<file path="src/rtl/multiword_add_sub_seq.sv">
// Multi-precision add/subtract sequencer.
// Streams one operand pair, LSW first, through a narrow external adder.
module multiword_add_sub_seq #(
  parameter int DATA_WD   = 4,
  parameter int NUM_WORDS = 4
) (
  input  logic                           i_clk,
  input  logic                           i_rst_n,
  input  logic                           i_valid,
  output logic                           o_ready,
  input  logic [DATA_WD*NUM_WORDS-1:0]   i_op_a,
  input  logic [DATA_WD*NUM_WORDS-1:0]   i_op_b,
  input  logic                           i_sub,
  output logic [DATA_WD-1:0]             o_add_a,
  output logic [DATA_WD-1:0]             o_add_b,
  output logic                           o_add_c,
  input  logic [DATA_WD:0]               i_add_out,
  output logic                           o_valid,
  input  logic                           i_ready,
  output logic [DATA_WD*NUM_WORDS-1:0]   o_result,
  output logic                           o_carry,
  output logic                           o_overflow
);

  localparam int TOT_WD = DATA_WD * NUM_WORDS;
  localparam int IDX_WD = (NUM_WORDS > 1) ? $clog2(NUM_WORDS) : 1;
  localparam logic [IDX_WD-1:0] LAST = IDX_WD'(NUM_WORDS - 1);

  typedef enum logic [1:0] {
    IDLE,
    RUN,
    DONE
  } state_t;

  state_t state_q, state_d;

  logic [NUM_WORDS-1:0][DATA_WD-1:0] a_q;
  logic [NUM_WORDS-1:0][DATA_WD-1:0] b_q;
  logic [NUM_WORDS-1:0][DATA_WD-1:0] res_q;
  logic                              carry_q;
  logic [IDX_WD-1:0]                 idx_q;
  logic                              cout_q;
  logic                              ovf_q;
  logic                              last;
  logic                              ovf_d;

  assign last = (idx_q == LAST);

  // Signed overflow: like-signed operands (after B inversion) giving an
  // opposite-signed sum, taken from the final word's top sum bit.
  assign ovf_d =
    (a_q[NUM_WORDS-1][DATA_WD-1] == b_q[NUM_WORDS-1][DATA_WD-1]) &&
    (i_add_out[DATA_WD-1] != a_q[NUM_WORDS-1][DATA_WD-1]);

  always_comb begin
    state_d = state_q;
    o_add_a = '0;
    o_add_b = '0;
    o_add_c = 1'b0;
    case (state_q)
      IDLE: begin
        if (i_valid) state_d = RUN;
      end
      RUN: begin
        o_add_a = a_q[idx_q];
        o_add_b = b_q[idx_q];
        o_add_c = carry_q;
        if (last) state_d = DONE;
      end
      DONE: begin
        if (i_ready) state_d = IDLE;
      end
      default: state_d = IDLE;
    endcase
  end

  always_ff @(posedge i_clk or negedge i_rst_n) begin
    if (!i_rst_n) begin
      state_q <= IDLE;
      a_q     <= '0;
      b_q     <= '0;
      res_q   <= '0;
      carry_q <= 1'b0;
      idx_q   <= '0;
      cout_q  <= 1'b0;
      ovf_q   <= 1'b0;
    end else begin
      state_q <= state_d;
      case (state_q)
        IDLE: begin
          if (i_valid) begin
            a_q     <= i_op_a;
            b_q     <= i_sub ? ~i_op_b : i_op_b;
            carry_q <= i_sub;
            idx_q   <= '0;
          end
        end
        RUN: begin
          res_q[idx_q] <= i_add_out[DATA_WD-1:0];
          carry_q      <= i_add_out[DATA_WD];
          if (last) begin
            cout_q <= i_add_out[DATA_WD];
            ovf_q  <= ovf_d;
          end else begin
            idx_q <= idx_q + 1'b1;
          end
        end
        default: ;
      endcase
    end
  end

  assign o_ready    = (state_q == IDLE);
  assign o_valid    = (state_q == DONE);
  assign o_result   = TOT_WD'(res_q);
  assign o_carry    = cout_q;
  assign o_overflow = ovf_q;

endmodule

</file>
<file path="config.mk">
export PLATFORM = sky130hd
export DESIGN_NAME = multiword_add_sub_seq
export DESIGN_NICKNAME = d
export VERILOG_FILES = /design/src/rtl/multiword_add_sub_seq.sv
export SDC_FILE = /design/constraint.sdc
export NUM_CORES = 1
export LEC_CHECK = 0
export BUFFER_PORTS_ARGS = -buffer_cell sky130_fd_sc_hd__buf_4
export CORE_ASPECT_RATIO = 1.2
export CORE_MARGIN = 1
export CORE_UTILIZATION = 52
export DETAILED_ROUTE_END_ITERATION = 10
export PLACE_DENSITY = 0.91
export SKIP_CTS_REPAIR_TIMING = 1
export SLEW_MARGIN = 20
export SYNTH_ARGS = -nofsm -noshare
export SYNTH_HDL_FRONTEND = slang
export SYNTH_SLANG_ARGS = --single-unit
</file>
<file path="constraint.sdc">
create_clock -name i_clk -period 1.8 [get_ports i_clk]
set_clock_uncertainty 0.1 [all_clocks]
set_input_delay 0.18 -clock i_clk [delete_from_list [all_inputs] [get_ports i_clk]]
set_output_delay 0.18 -clock i_clk [all_outputs]
set_load 0.02 [all_outputs]
</file>
==> metrics <==
vias=1774; sequential share of power=33.5%; Setup Crit Path Kind=reg -> out; max-slew violation count=0; GPL Wtd Cong=0.731; CTS buffer count=5; Die Wd=65.8 um; initial core utilization=54.9%; Req. time, crit path=1.52 ns; VDD IR max=0.00118 V; Cell Area, Synth=2540 sq um; Yosys Warn Count=0; Final Power=6680 uW; CTS sink count=55; vias per cell=5.25; clock share of power=14.2%; Slowest-stage cell, CP=mux4_2; post-synthesis instance total=196; Slew headroom=54.5%; die height=78.5 um; Synth Net Count=242; NetSw=2320 uW; Setup WS pre-CTS=0.143 ns; Final ANT Viol Nets=0; Total GRT Usage=21.4%; Gate power share=52.2%; failing checks=negative hold slack, negative setup slack; Root Driver=clkbuf_8; min Tclk post-route=1.93 ns; drt drc=0; Ant. Diodes=0; Area growth syn-to-layout=35.3%; #FFs+latches synth=55; final WL=5240 um; GRT overflow=0; hold slack=-0.00400 ns; sequential-to-total area share from yosys stat=54.2%; hpwl dp=3710 um; final cell count without fillers=338; final setup violating endpoints=8; crit-path max cell delay=0.50 ns; crit path cell chain=buf_6, mux4_2, and2_4, buf_6; status=complete, but fails checks; RSZ-0062 raised after global routing=yes; Avg WL per Cell=15.5 um; top area cells in the synthesized netlist=dfrtp_1 54%, mux2_2 15%, mux4_2 7.1%; Cell variety after synth=23; Hold Fails Final Rpt=1; Power Internal=4350 uW; Die Area=5170 sq um; TritonRoute pass-1 iters=4; Final Util=74.2%; cell taking the most area after synthesis=dfrtp_1; Placed Cells=320; CP dominant cell by count=buf_6; Core Rows=27; I/O pin count=71; CTS max path bufs=2; Core Footprint=4630 sq um; layout cells sized above 1=51.8%; vias in the first global route=1849; top cell type's share of synthesized area=54.2%; maximum fanout along the worst path=4; PwrDens=1940 nW/um^2; largest net degree at the start of global routing=56; antenna violations before repair=0; HP Class=in -> reg; CP endpoint kind=output pin; Buffers on Ports=70; fmax=0.517 GHz; H-tree depth=2; CTS tree=built; setup ws final=-0.133 ns; WP data arrival=1.65 ns; First DRT Iteration DRCs=60; Setup crit start kind=flop; max_cap viols=0; Reg clk slew, reported paths=0.10 ns; first-pass GRT wire length=8340 um; synthesized area per cell=13.0 sq um; Final Cycle Share=107%; final net count=325; Clock Latency Late Sink=0.31 ns; worst slew pin tran=0.682 ns; sw frac=34.8%; P_leak=0.00155 uW
-- layer usage --
layer / part of all wire [%] / GRT usage, %
met2: 53 / 38.9
met5: 0 / 0
met1: 40 / 24.3
met4: 1.8 / 7.83
met3: 4.8 / 4.07
-- stage by stage --
stage / cell area [sq um] / TNS (ns)
after global placement: 3140 / 0
after global routing: 3440 / -1.51
after floorplan: 2540 / 0
after detailed placement: 3140 / 0
final: 3440 / -0.926
after CTS: 3280 / -1.44
-- sequential cells by signal, summed over array words and instances (netlist names) --
register,count
a_q,16
o_overflow,1
b_q,16
idx_q,2
o_carry,1
state_q,2
o_result,16
carry_q,1
-- kinds of logic after synthesis --
kind of cell | count (synthesis) | synth area share, %
xor+xnor | 16 | 5.52
fa+ha+maj | 4 | 1.97
simple gates | 43 | 8.77
compound gates | 22 | 4.34
flops | 55 | 54.2
mux | 42 | 22.2
buf+inv | 14 | 3.01
-- placed cells by master (no fill, tap or decap), drive strengths merged, types with 2 or more instances in the layout --
master	instances
mux2	34
ha	4
inv	3
mux4	8
nor2b	2
xnor2	16
buf	82
clkbuf	5
nand2	6
and2	9
nor3b	2
nor2	20
a21oi	18
o21ai	4
bufinv	2
dlygate4sd3	5
and3b	2
dfrtp	55
-- critical path, delay by kind of cell, from the launching register on --
kind / cells / cell delay, ns
buffers and inverters: 2 / 0.27
flip-flops: 1 / 0.42
multiplexers: 1 / 0.50
AND/OR/NAND/NOR: 1 / 0.16
-- power groups by stage --
stage	Combinational, uW	Sequential, uW	Clock (uW)
floorplan	1820	2380	0
global placement	2980	2240	0
detailed placement	3100	2280	0
CTS	3110	2250	973
global route	3730	2320	1010
finish	3490	2240	951
-- synth_stat cells --
cell type and instances:
dfrtp_1 55, and2_1 9, clkbuf_1 1, nor3b_1 1, buf_4 2, nand2_1 5, buf_2 7, xnor2_1 16
inv_1 3, mux4_2 8, nor2b_1 1, mux2_2 34, o21ai_0 4, nor3b_2 1, nand2_2 1, ha_1 4
buf_6 1, nand2b_1 1, nor2_1 20, nand3b_1 1, nor2b_2 1, and3b_1 2, a21oi_1 18
-- worst paths after layout --
| path | startpoint | end | slack, ns | cells after the start |
|---|---|---|---|---|
| min in group asynchronous | i_rst_n | a_q[1]$_DFFE_PN0P_ | 0.36 | 2 |
| max in group asynchronous | i_rst_n | state_q[1]$_DFFE_PN0P_ | 0.75 | 2 |
| worst max register to register | state_q[1]$_DFFE_PN0P_ | idx_q[0]$_DFFE_PN0P_ | 0.08 | 5 |
| worst max-delay path | idx_q[0]$_DFFE_PN0P_ | o_add_a[3] | -0.13 | 4 |
| worst min-delay path | i_op_a[1] | a_q[1]$_DFFE_PN0P_ | -0.004 | 2 |
| worst min register to register | a_q[14]$_DFFE_PN0P_ | a_q[14]$_DFFE_PN0P_ | 0.41 | 1 |
-- area by class of cell --
cell class	count	area [sq um]
Clock inverter	3	67.6
Clock buffer	5	68.8
Timing Repair Buffer	87	719
Sequential cell	55	1380
Multi-Input combinational cell	127	1120
Fill cell	318	1190
Inverter	3	11.3
Tap cell	58	72.6
(Power assumes the default switching activity.)
